--- src/rtl/motor_ctrl_param.sv ---
// Single-motor up/down controller with per-move watchdog, post-move dead time,
// abort, latched fault with explicit clear, and a saturating completed-move counter.
//
// state  | meaning
// IDLE   | motor off, waiting for activate
// MV_UP  | driving up until up_max, stop_req or watchdog expiry
// MV_DN  | driving down until dn_max, stop_req or watchdog expiry
// COOL   | dead time after a move, requests ignored
// FAULT  | drives off, latched until clr_fault with consistent limits
module motor_ctrl_param #(
    parameter int TIMEOUT  = 16,
    parameter int DEAD_CYC = 2,
    parameter int CNT_W    = 8
) (
    input  logic             clk,
    input  logic             rst,
    input  logic             activate,
    input  logic             up_max,
    input  logic             dn_max,
    input  logic             stop_req,
    input  logic             clr_fault,
    output logic             up_M,
    output logic             dn_M,
    output logic             busy,
    output logic             fault,
    output logic [CNT_W-1:0] move_cnt
);

    typedef enum logic [2:0] {
        IDLE  = 3'd0,
        MV_UP = 3'd1,
        MV_DN = 3'd2,
        COOL  = 3'd3,
        FAULT = 3'd4
    } state_t;

    localparam int TMR_MAX = (TIMEOUT > DEAD_CYC) ? TIMEOUT : DEAD_CYC;
    localparam int TMR_W   = $clog2(TMR_MAX);
    localparam logic [TMR_W-1:0] MOVE_LOAD = TMR_W'(TIMEOUT - 1);
    localparam logic [TMR_W-1:0] COOL_LOAD = TMR_W'((DEAD_CYC > 0) ? DEAD_CYC - 1 : 0);
    // With no dead time a finished move returns straight to IDLE.
    localparam state_t MOVE_END = (DEAD_CYC > 0) ? COOL : IDLE;

    state_t           state;
    state_t           state_nxt;
    logic [TMR_W-1:0] tmr;
    logic             cnt_inc;
    logic             both_lim;

    assign both_lim = up_max & dn_max;

    always_ff @(posedge clk) begin
        if (rst) begin
            state <= IDLE;
        end else begin
            state <= state_nxt;
        end
    end

    always_comb begin
        state_nxt = state;
        cnt_inc   = 1'b0;
        case (state)
            IDLE: begin
                if (both_lim) begin
                    state_nxt = FAULT;
                end else if (activate) begin
                    state_nxt = dn_max ? MV_UP : MV_DN;
                end
            end
            MV_UP: begin
                if (up_max) begin
                    state_nxt = MOVE_END;
                    cnt_inc   = 1'b1;
                end else if (stop_req) begin
                    state_nxt = MOVE_END;
                end else if (tmr == '0) begin
                    state_nxt = FAULT;
                end
            end
            MV_DN: begin
                if (dn_max) begin
                    state_nxt = MOVE_END;
                    cnt_inc   = 1'b1;
                end else if (stop_req) begin
                    state_nxt = MOVE_END;
                end else if (tmr == '0) begin
                    state_nxt = FAULT;
                end
            end
            COOL: begin
                if (both_lim) begin
                    state_nxt = FAULT;
                end else if (tmr == '0) begin
                    state_nxt = IDLE;
                end
            end
            FAULT: begin
                if (clr_fault && !both_lim) begin
                    state_nxt = IDLE;
                end
            end
            default: state_nxt = IDLE;
        endcase
    end

    // Down-counter reloaded on every state entry; zero is the terminal count.
    always_ff @(posedge clk) begin
        if (rst) begin
            tmr <= '0;
        end else if (state_nxt != state) begin
            case (state_nxt)
                MV_UP, MV_DN: tmr <= MOVE_LOAD;
                COOL:         tmr <= COOL_LOAD;
                default:      tmr <= '0;
            endcase
        end else if (tmr != '0) begin
            tmr <= tmr - TMR_W'(1);
        end
    end

    always_ff @(posedge clk) begin
        if (rst) begin
            move_cnt <= '0;
        end else if (cnt_inc && (move_cnt != '1)) begin
            move_cnt <= move_cnt + CNT_W'(1);
        end
    end

    always_comb begin
        up_M  = 1'b0;
        dn_M  = 1'b0;
        busy  = 1'b0;
        fault = 1'b0;
        case (state)
            MV_UP: begin
                up_M = 1'b1;
                busy = 1'b1;
            end
            MV_DN: begin
                dn_M = 1'b1;
                busy = 1'b1;
            end
            COOL:    busy  = 1'b1;
            FAULT:   fault = 1'b1;
            default: ;
        endcase
    end

endmodule

--- config.mk ---
export PLATFORM = sky130hd
export DESIGN_NAME = motor_ctrl_param
export DESIGN_NICKNAME = d
export VERILOG_FILES = /design/src/rtl/motor_ctrl_param.sv
export SDC_FILE = /design/constraint.sdc
export NUM_CORES = 1
export LEC_CHECK = 0
export ABC_AREA = 1
export CAP_MARGIN = 20
export CORE_MARGIN = 5
export CORE_UTILIZATION = 45
export CTS_BUF_LIST = sky130_fd_sc_hd__clkbuf_4 sky130_fd_sc_hd__clkbuf_8
export DETAILED_ROUTE_END_ITERATION = 10
export PLACE_DENSITY = 0.71
export SLEW_MARGIN = 25
export SYNTH_ARGS = -nofsm -noshare
export SYNTH_HDL_FRONTEND = slang
export SYNTH_SLANG_ARGS = --single-unit
--- constraint.sdc ---
create_clock -name clk -period 3 [get_ports clk]
set_clock_uncertainty 0.05 [all_clocks]
set_input_delay 0.6 -clock clk [delete_from_list [all_inputs] [get_ports clk]]
set_output_delay 0.6 -clock clk [all_outputs]
set_load 0.05 [all_outputs]
* After elaboration in Yosys (flattened, before gate mapping) *
Index checks and enable logic that the tools add are counted.

cells by class
  add/sub/neg operators = 2
  multiply operators = 0
  div/mod/pow operators = 0
  magnitude comparators = 0
  eq/ne operators = 9
  shift-type cells = 0
  mux-type cells = 21
  bitwise operators = 1
  reduce and logical (&&, ||, !) cells = 9

operator list
  cell                                              number
  two-way mux 3 bit                                 9
  case mux 3 bit (5 select lines)                   1
  == test 3 x 2 -> 1 bit, second input constant     4
  adder 8 x 1 -> 8 bit, second input constant       1
  two-way mux 4 bit                                 2
  inequality test 8 bit, second input constant      1
  case mux 4 bit (2 select lines)                   1
  == test 3 x 1 -> 1 bit, second input constant     2
  two-way mux 1 bit                                 6
  zero test 4 bit                                   1
  nonzero test 4 bit                                1
  subtractor 4 x 1 -> 4 bit, second input constant  1
  == test 3 bit, second input constant              1
  zero test 3 bit                                   1
  inequality test 3 bit                             1
  OR reduction 3 bit                                1
  logical AND 1 bit                                 2
  two-way mux 2 bit                                 1
  case mux 1 bit (2 select lines)                   1
  nonzero test 2 bit                                1
  OR reduction 2 bit                                1
  bitwise AND 1 bit                                 1
  zero test 1 bit                                   1

storage, ports and cells
  register bits = 15
  latch bits = 0
  memory bits (writable) = 0
  bits in read-only memories = 0
  bits of input ports = 7
  output and inout bits = 12
  word-level logic and storage cells = 45
  memories kept = 0

* Logic depth before layout (Yosys ltp) *
Gate-level depths: netlist of run 1.

  depth in word-level cells = 9
  mapped depth = 15
  depth with buffers taken out = 15

* Least setup slack after synthesis of run 1 *
OpenSTA, ideal clock, no wires.

  path kind = register to register
  from = reg move_cnt[1]
  to = reg move_cnt[7]
  library setup time = 0.117 ns
  arrival = 1.880 ns
  required time = 2.833 ns
  setup slack = 0.953 ns
  cell stages (with the launch flop) = 11
  path buffers = 0
  period minus slack after synthesis = 2.047 ns
  cells stage by stage = dfxtp_1 ha_1 inv_1 nor4_1 nand3_1 nand2_1 inv_2 nand2_2 nor3_2 a21oi_1 nor2_1

between the ends
  word-level cells in the longest chain between the ends = 2
  elaborated cells between the ends (all ways) = 3
  those cells by class = add/sub: 1; eq/ne: 1; reduce/logical: 1

ends and longest elaborated chain
  item                                                                          RTL line  RTL
  start: declaration                                                            26        output logic [CNT_W-1:0] move_cnt
  start signal: assignment                                                      126       move_cnt <= move_cnt + CNT_W'(1);
  parallel branches: the longest is 2 deep, another holds adder 8 x 1 -> 8 bit  n/a

Several ways; the timed one is not identified.
A chain may end at the register's enable or synchronous reset.

* Worst setup path after layout of run 1 *
  from = reg state[0]
  to = out up_M

between the ends
  word-level cells in the longest chain between the ends = 2

ends and longest elaborated chain
  item                      RTL line  RTL
  start: declaration        44        state_t state;
  start signal: assignment  56        state <= state_nxt;
  == test 3 x 1 -> 1 bit    135       case (state)
  two-way mux 1 bit         135
  end: declaration          22        output logic up_M,

No other way between the ends.

==> metrics.txt, run 1 <==
# TYPE chip_impl_metric gauge
chip_impl_info{name="result_of_the_run",value="complete, no violations"} 1
chip_impl_metric{name="period_share",unit=""} 0.891
chip_impl_metric{name="critical_path_arrival",unit="ps"} 2020
chip_impl_metric{name="flop_pwr_share",unit=""} 0.240
chip_impl_metric{name="worst_slack",unit="ps"} 326
chip_impl_metric{name="combPwrFrac",unit=""} 0.666
chip_impl_metric{name="power_density_cells",unit="mW/mm²"} 1030
chip_impl_metric{name="yosys_warnings",unit=""} 0
chip_impl_info{name="dominant_combinational_cell_family_by_area_after_synthesis",value="simple AND/OR/NAND/NOR gates"} 1
chip_impl_metric{name="synth_compound_gate_area_share",unit=""} 0.0903
chip_impl_metric{name="place.gp.congestion",unit=""} 0.856
chip_impl_metric{name="syn_nets",unit=""} 156
chip_impl_metric{name="net_switching_power_of_the_design",unit="W"} 0.000654
chip_impl_metric{name="finalHoldViolCount",unit=""} 0
chip_impl_metric{name="power.share.clock",unit=""} 0.094
chip_impl_metric{name="grt_max_degree",unit=""} 10
chip_impl_metric{name="critical_path_buf_inv_count",unit=""} 3
chip_impl_metric{name="slew_violations",unit=""} 0
chip_impl_info{name="family_with_the_most_delay_on_the_worst_path",value="buffers and inverters"} 1
chip_impl_metric{name="max_clock_freq",unit="MHz"} 374
chip_impl_metric{name="number_of_drc_markers_after_the_initial_detailed_route_iteration",unit=""} 12
chip_impl_metric{name="drt_wl_total",unit="mm"} 2.04
chip_impl_info{name="cts_tree",value="built"} 1
chip_impl_metric{name="r2r_cells",unit=""} 15
chip_impl_metric{name="clk_pin_slew",unit="ps"} 100
chip_impl_metric{name="post_synthesis_share_of_cell_area_spent_on_and_or_nand_and_nor_gates",unit=""} 0.455
chip_impl_metric{name="number_of_unique_standard_cell_types_used_by_synthesis",unit=""} 22
chip_impl_metric{name="worstSetupPathDepth",unit=""} 5
chip_impl_info{name="synthFlopType",value="dfxtp_1"} 1
chip_impl_metric{name="switching_fraction_of_total_power",unit=""} 0.531
chip_impl_info{name="worst_setup_path_endpoint",value="up_M"} 1
chip_impl_metric{name="std_cell_rows",unit=""} 16
chip_impl_metric{name="synthArstFlopShare",unit=""} 0
chip_impl_metric{name="layout.area.seq",unit="µm²"} 300
chip_impl_info{name="startpoint",value="state[0]$_SDFF_PP0_"} 1
chip_impl_metric{name="dp_worst_setup_slack",unit="ps"} 595
chip_impl_metric{name="route.detailed.drc",unit=""} 0
chip_impl_metric{name="first_global_vias",unit=""} 911
chip_impl_info{name="series_of_cell_instances_along_the_critical_path",value="inv_1 > nor2_1 > nand2_1 > inv_1 > clkdlybuf4s50_1"} 1
chip_impl_metric{name="fill_cells",unit=""} 216
chip_impl_metric{name="gr-usage-met2",unit=""} 0.237
chip_impl_metric{name="postSynthAreaPerCell",unit="µm²"} 6.50
chip_impl_metric{name="fin_total_pwr",unit="W"} 0.00123
chip_impl_info{name="crit-reg2reg-capture",value="tmr[1]$_SDFFE_PP0P_"} 1
chip_impl_metric{name="drt.antenna.violating_nets",unit=""} 0
chip_impl_metric{name="cts_htree_levels",unit=""} 1
chip_impl_metric{name="nNetsFinal",unit=""} 179
chip_impl_metric{name="worst_reg2reg_setup_slack",unit="ps"} 1080
chip_impl_metric{name="initial_antenna_violation_count",unit=""} 0
chip_impl_metric{name="cts_inserted_buffers",unit=""} 3
chip_impl_metric{name="summed_instance_area_of_the_synthesized_netlist",unit="µm²"} 956
chip_impl_metric{name="power.ir.vdd_worst",unit="µV"} 556
chip_impl_metric{name="clock_latency",unit="ps"} 280
chip_impl_info{name="end_kind",value="primary output"} 1
chip_impl_info{name="min-delay-path-class",value="flip-flop to flip-flop"} 1
chip_impl_metric{name="critical_path_required",unit="ps"} 2350
chip_impl_metric{name="die_y",unit="µm"} 56.1
chip_impl_metric{name="post_synth_inst_count",unit=""} 147
chip_impl_metric{name="floorplan.die_area",unit="mm²"} 0.00315
chip_impl_metric{name="synth_adder_area_share",unit=""} 0.0262
chip_impl_metric{name="gr_overflow_total",unit=""} 0
chip_impl_info{name="path_class",value="flip-flop to primary output"} 1
chip_impl_info{name="cp-start-kind",value="flip-flop"} 1
chip_impl_metric{name="cts_resized",unit=""} 0
chip_impl_metric{name="setup_viol",unit=""} 0
chip_impl_metric{name="slowest_delay",unit="ps"} 790
chip_impl_metric{name="count_of_pins_on_the_block_boundary",unit=""} 19
chip_impl_metric{name="global_routing_met1_resource_utilization",unit=""} 0.185
chip_impl_metric{name="synth_xor_area_frac",unit=""} 0.0275
chip_impl_info{name="cts_root_buffer",value="clkbuf_4"} 1
chip_impl_metric{name="tightest_slew",unit="ps"} 509
chip_impl_metric{name="multi_input_comb_area",unit="µm²"} 573
chip_impl_metric{name="num_antenna_cells",unit=""} 0
chip_impl_metric{name="setup-tns-final",unit="ps"} 0
chip_impl_metric{name="maxSlewHeadroom",unit=""} 0.660
chip_impl_metric{name="drt-vias-per-instance",unit=""} 4.84
chip_impl_metric{name="grt_pass1_wl",unit="mm"} 3.77
chip_impl_metric{name="period_needed",unit="ps"} 2670
chip_impl_metric{name="detail_route.wl_per_cell",unit="µm"} 10.4
chip_impl_metric{name="lkg_pwr",unit="nW"} 0.554
chip_impl_metric{name="cts.sink_count",unit=""} 15
chip_impl_metric{name="synth-seq-area-share",unit=""} 0.314
chip_impl_metric{name="port_buffers",unit=""} 18
chip_impl_metric{name="grt_use_total",unit=""} 0.143
chip_impl_metric{name="cts-hold-fix-buffers",unit=""} 0
chip_impl_metric{name="use_met3",unit=""} 0.0302
chip_impl_metric{name="worstPathMaxFanout",unit=""} 6
chip_impl_metric{name="yosys_register_bits",unit=""} 15
chip_impl_info{name="cp_common_cell",value="inv_1"} 1
chip_impl_info{name="top_usage_layer",value="met2"} 1
chip_impl_metric{name="initial_utilization",unit=""} 0.478
chip_impl_metric{name="areaGrowthSynthToFinish",unit="%"} 25.3
chip_impl_metric{name="internal-power",unit="W"} 0.000578
chip_impl_metric{name="maxCapViolCount",unit=""} 0
chip_impl_metric{name="core_area",unit="mm²"} 0.00200
chip_impl_info{name="crit_path_top_delay_cell",value="clkdlybuf4s50_1"} 1
chip_impl_metric{name="ctsLongestPathBuffers",unit=""} 2
chip_impl_info{name="r2r_start",value="tmr[0]$_SDFFE_PP0P_"} 1
chip_impl_info{name="grt_setup_unrepaired",value="no"} 1
chip_impl_metric{name="post_cts_buffers",unit=""} 0
chip_impl_metric{name="drtPass1Iterations",unit=""} 4
chip_impl_metric{name="horizontal_extent_of_the_die",unit="µm"} 56.1
chip_impl_metric{name="dp_hpwl",unit="mm"} 1.65
chip_impl_metric{name="synth_mux_area_frac",unit=""} 0
chip_impl_metric{name="post_route_cells_drive_above_1_share",unit=""} 0.124
chip_impl_metric{name="via_count",unit=""} 948
chip_impl_metric{name="synth_enable_flop_cells",unit=""} 0
-- flip-flops by register name, indices dropped and copies added, names as in the netlist --
name,cells
state,3
move_cnt,8
tmr,4
-- metrics by stage --
| step | cell area, µm² | std cells | utilization | hold slack, ps |
|---|---|---|---|---|
| 3_5_place_dp | 1170 | 192 | 0.584 | 459 |
| 6_report | 1200 | 196 | 0.598 | 473 |
| 4_1_cts | 1200 | 196 | 0.598 | 478 |
| 3_3_place_gp | 1170 | 192 | 0.584 | 446 |
| 5_1_grt | 1200 | 196 | 0.598 | 505 |
| 2_1_floorplan | 956 | 147 | - | 483 |
-- power by group through the flow --
stage / Combinational (W) / Clock [W] / Sequential (W)
2_1_floorplan: 0.000619 / 0 / 0.000324
3_3_place_gp: 0.000806 / 0 / 0.000300
3_5_place_dp: 0.000821 / 0 / 0.000299
4_1_cts: 0.000827 / 0.000120 / 0.000295
5_1_grt: 0.000921 / 0.000125 / 0.000302
6_report: 0.000821 / 0.000116 / 0.000295
-- layer usage --
layer	routed length, µm	vias to the layer above	share of wire
met3	56	2	0.028
met5	0	-	0
li1	-	523	-
met2	943	12	0.46
met1	1020	411	0.50
met4	10	0	0.0049
-- tightest hold or removal path: cells and delay by family (launching register included) --
family / cells / cell delay [ps]
flip-flops: 1 / 350
AO/OA/AOI/OAI: 1 / 60
buffers and inverters: 1 / 70
-- cell type report --
cell class / count / share of cell area
Timing Repair Buffer: 18 / 0.150
Tap cell: 27 / 0.0282
Clock buffer: 3 / 0.0188
Multi-Input combinational cell: 110 / 0.479
Sequential cell: 15 / 0.251
Inverter: 22 / 0.0690
Clock inverter: 1 / 0.00418
-- synth_stat cells (2+ instances only) --
| library cell | n | area (µm²) |
|---|---|---|
| nand4_1 | 4 | 25.0 |
| and3_1 | 2 | 12.5 |
| nor2_1 | 19 | 71.3 |
| inv_2 | 3 | 11.3 |
| inv_1 | 19 | 71.3 |
| nand3_2 | 4 | 40.0 |
| nor2_4 | 2 | 22.5 |
| nand2_1 | 31 | 116 |
| ha_1 | 2 | 25.0 |
| nor3_1 | 5 | 25.0 |
| o21ai_0 | 5 | 25.0 |
| xor2_1 | 2 | 17.5 |
| a21oi_1 | 10 | 50.1 |
| dfxtp_1 | 15 | 300 |
| nand3_1 | 11 | 55.1 |
| nand2_2 | 7 | 43.8 |
-- kinds of logic (layout without fill, tap and decap cells) --
logic type | count (synthesis) | count (layout)
buf+inv | 22 | 44
flops | 15 | 15
compound gates | 17 | 17
fa+ha+maj | 2 | 2
simple gates | 88 | 88
xor+xnor | 3 | 3
-- placed cells by master (no fill, tap or decap), drive strengths merged --
cell	count
o21ai	6
nand4	4
dfxtp	15
nand2	38
and3	2
xnor2	1
clkbuf	3
xor2	2
ha	2
nor3	6
nor2	21
clkinv	1
inv	22
nand3b	1
a31oi	1
nor4	1
a21oi	10
clkdlybuf4s50	18
nand3	15
-- how the worst min path moves through the flow --
| stage | from | end | slack, ps | cells past startpoint |
|---|---|---|---|---|
| after floorplan | tmr[1]$_SDFFE_PP0P_ | tmr[1]$_SDFFE_PP0P_ | 480 | 4 |
| after global placement | move_cnt[3]$_SDFFE_PP0P_ | move_cnt[3]$_SDFFE_PP0P_ | 450 | 2 |
| after detailed placement | move_cnt[3]$_SDFFE_PP0P_ | move_cnt[3]$_SDFFE_PP0P_ | 460 | 2 |
| after CTS | move_cnt[3]$_SDFFE_PP0P_ | move_cnt[3]$_SDFFE_PP0P_ | 480 | 2 |
| after global routing | move_cnt[4]$_SDFFE_PP0P_ | move_cnt[4]$_SDFFE_PP0P_ | 500 | 2 |
| final | move_cnt[3]$_SDFFE_PP0P_ | move_cnt[3]$_SDFFE_PP0P_ | 470 | 2 |
(Power assumes the default switching activity.)
==> run 2, diff against run 1 <==
Settings changed: GPL_TIMING_DRIVEN from default to 0.
==> metrics.txt, run 2 (same netlist as run 1, synthesis figures left out) <==
# TYPE chip_impl_metric gauge
chip_impl_metric{name="met2WireLength",unit="mm"} 1.03
chip_impl_info{name="hold_start",value="move_cnt[3]$_SDFFE_PP0P_"} 1
chip_impl_metric{name="slowest_delay",unit="ps"} 790
chip_impl_info{name="min-delay-path-class",value="flip-flop to flip-flop"} 1
chip_impl_metric{name="switching_fraction_of_total_power",unit=""} 0.524
chip_impl_metric{name="period_share",unit=""} 0.878
chip_impl_info{name="series_of_cell_instances_along_the_critical_path",value="inv_1 > nor2_1 > nand2_1 > inv_1 > clkdlybuf4s50_1"} 1
chip_impl_metric{name="detail_route.wl_per_cell",unit="µm"} 10.5
chip_impl_metric{name="count_of_pins_on_the_block_boundary",unit=""} 19
chip_impl_metric{name="initial_antenna_violation_count",unit=""} 0
chip_impl_metric{name="cts_htree_levels",unit=""} 1
chip_impl_metric{name="clk_pin_slew",unit="ps"} 80
chip_impl_metric{name="internal-power",unit="W"} 0.000589
chip_impl_metric{name="number_of_drc_markers_after_the_initial_detailed_route_iteration",unit=""} 18
chip_impl_metric{name="areaGrowthSynthToFinish",unit="%"} 25.5
chip_impl_metric{name="cts.sink_count",unit=""} 15
chip_impl_metric{name="die_y",unit="µm"} 56.1
chip_impl_metric{name="nNetsFinal",unit=""} 179
chip_impl_metric{name="clock_latency",unit="ps"} 280
chip_impl_metric{name="combPwrFrac",unit=""} 0.663
chip_impl_info{name="cts_tree",value="built"} 1
chip_impl_info{name="cp-start-kind",value="flip-flop"} 1
chip_impl_metric{name="horizontal_extent_of_the_die",unit="µm"} 56.1
chip_impl_metric{name="power.share.clock",unit=""} 0.098
chip_impl_metric{name="initial_utilization",unit=""} 0.478
chip_impl_info{name="grt_setup_unrepaired",value="no"} 1
chip_impl_metric{name="setup_viol",unit=""} 0
chip_impl_metric{name="maxSlewHeadroom",unit=""} 0.666
chip_impl_metric{name="place.gp.congestion",unit=""} 0.793
chip_impl_metric{name="std_cell_rows",unit=""} 16
chip_impl_info{name="largest_registers",value="move_cnt (8), tmr (4), state (3)"} 1
chip_impl_metric{name="drt.antenna.violating_nets",unit=""} 0
chip_impl_metric{name="drtPass1Iterations",unit=""} 4
chip_impl_metric{name="tightest_slew",unit="ps"} 499
chip_impl_metric{name="post_route_cells_drive_above_1_share",unit=""} 0.124
chip_impl_metric{name="ctsLongestPathBuffers",unit=""} 2
chip_impl_metric{name="lkg_pwr",unit="nW"} 0.554
chip_impl_metric{name="maxCapViolCount",unit=""} 0
chip_impl_metric{name="route.detailed.drc",unit=""} 0
chip_impl_metric{name="largest_reg_flops",unit=""} 8
chip_impl_metric{name="drt-vias-per-instance",unit=""} 5.08
chip_impl_metric{name="finalHoldViolCount",unit=""} 0
chip_impl_metric{name="critical_path_arrival",unit="ps"} 1980
chip_impl_metric{name="period_needed",unit="ps"} 2630
chip_impl_metric{name="num_antenna_cells",unit=""} 0
chip_impl_metric{name="cts-hold-fix-buffers",unit=""} 0
chip_impl_info{name="result_of_the_run",value="complete, no violations"} 1
chip_impl_metric{name="fin_total_pwr",unit="W"} 0.00124
chip_impl_metric{name="setup-tns-final",unit="ps"} 0
chip_impl_info{name="r2r_start",value="move_cnt[1]$_SDFFE_PP0P_"} 1
chip_impl_metric{name="slew_violations",unit=""} 0
chip_impl_info{name="cp_common_cell",value="inv_1"} 1
chip_impl_metric{name="final_core_utilization",unit=""} 0.599
chip_impl_metric{name="floorplan.die_area",unit="mm²"} 0.00315
chip_impl_metric{name="worstPathMaxFanout",unit=""} 6
chip_impl_info{name="startpoint",value="state[0]$_SDFF_PP0_"} 1
chip_impl_info{name="register_with_the_most_flip_flops",value="move_cnt"} 1
chip_impl_info{name="dr.max_layer_used",value="met4"} 1
chip_impl_info{name="layout.cells.most_common_list",value="nand2_1, nor2_1, inv_1"} 1
chip_impl_metric{name="power_density_cells",unit="mW/mm²"} 1030
chip_impl_metric{name="grt_pass1_wl",unit="mm"} 3.68
chip_impl_metric{name="cts_inserted_buffers",unit=""} 3
chip_impl_metric{name="net_switching_power_of_the_design",unit="W"} 0.000649
chip_impl_metric{name="placement.cell_area",unit="mm²"} 0.00117
chip_impl_metric{name="drt_wl_total",unit="mm"} 2.07
chip_impl_metric{name="cts_resized",unit=""} 0
chip_impl_info{name="path_class",value="flip-flop to primary output"} 1
chip_impl_info{name="cts_root_buffer",value="clkbuf_4"} 1
chip_impl_metric{name="power.ir.vdd_worst",unit="µV"} 621
chip_impl_info{name="layout_commonest_cell",value="nand2_1"} 1
chip_impl_metric{name="port_buffers",unit=""} 18
chip_impl_metric{name="fin_cells",unit=""} 196
chip_impl_info{name="end_kind",value="primary output"} 1
chip_impl_metric{name="max_clock_freq",unit="MHz"} 380
chip_impl_metric{name="first_global_vias",unit=""} 908
chip_impl_metric{name="dp_hpwl",unit="mm"} 1.64
chip_impl_metric{name="grt_use_total",unit=""} 0.144
chip_impl_info{name="crit_path_top_delay_cell",value="clkdlybuf4s50_1"} 1
chip_impl_metric{name="core_area",unit="mm²"} 0.00200
chip_impl_metric{name="placedCellCount",unit=""} 192
chip_impl_metric{name="worst_reg2reg_setup_slack",unit="ps"} 1040
chip_impl_metric{name="post_cts_buffers",unit=""} 0
chip_impl_metric{name="via_count",unit=""} 995
chip_impl_metric{name="detailroute.wirelength.met3",unit="µm"} 66
chip_impl_metric{name="critical_path_required",unit="ps"} 2350
chip_impl_metric{name="design_area",unit="mm²"} 0.00120
chip_impl_metric{name="flop_pwr_share",unit=""} 0.240
chip_impl_metric{name="grt_max_degree",unit=""} 10
chip_impl_metric{name="wl_met1",unit="µm"} 955
chip_impl_metric{name="gr_overflow_total",unit=""} 0
-- run 2: cell count changes in the layout (fill, tap and decap cells not counted) --
| cell | before | now |
|---|---|---|
| clkinv_2 | 1 | 0 |
| clkbuf_4 | 3 | 4 |
-- run 2: power by group through the flow --
stage / clock [W] / combinational (W) / sequential (W)
after floorplan: 0 / 0.000619 / 0.000324
after global placement: 0 / 0.000809 / 0.000299
after detailed placement: 0 / 0.000822 / 0.000301
after CTS: 0.000125 / 0.000825 / 0.000296
after global routing: 0.000137 / 0.000917 / 0.000305
final: 0.000121 / 0.000821 / 0.000297
-- run 2: final timing paths --
kind | end | cells after the start
setup / recovery | up_M | 5
hold / removal | move_cnt[3]$_SDFFE_PP0P_ | 2
setup reg to reg | move_cnt[7]$_SDFFE_PP0P_ | 10
hold reg to reg | move_cnt[3]$_SDFFE_PP0P_ | 2
-- run 2: stage by stage --
stage | setup WS [ps] | hold WS, ps
after floorplan | 953 | 483
after global placement | 615 | 446
after detailed placement | 600 | 458
after CTS | 369 | 472
after global routing | 268 | 497
final | 366 | 470
-- run 2: layout make-up --
type                            instances  area, µm²
Sequential cell                        15        300
Fill cell                             203        802
Inverter                               22       82.6
Clock buffer                            4       30.0
Tap cell                               27       33.8
Timing Repair Buffer                   18        180
Multi-Input combinational cell        110        573
-- run 2: critical path: cells and delay by family, from the launching register on --
family                 cells  cell delay, ps
buffers and inverters      3             980
flip-flops                 1             440
AND/OR/NAND/NOR            2             290
-- run 2: per-layer routing --
| metal | track usage | up-vias |
|---|---|---|
| li1 | - | 521 |
| met1 | 0.167 | 452 |
| met2 | 0.247 | 20 |
| met3 | 0.0302 | 2 |
| met4 | 0.0746 | 0 |
| met5 | 0 | - |
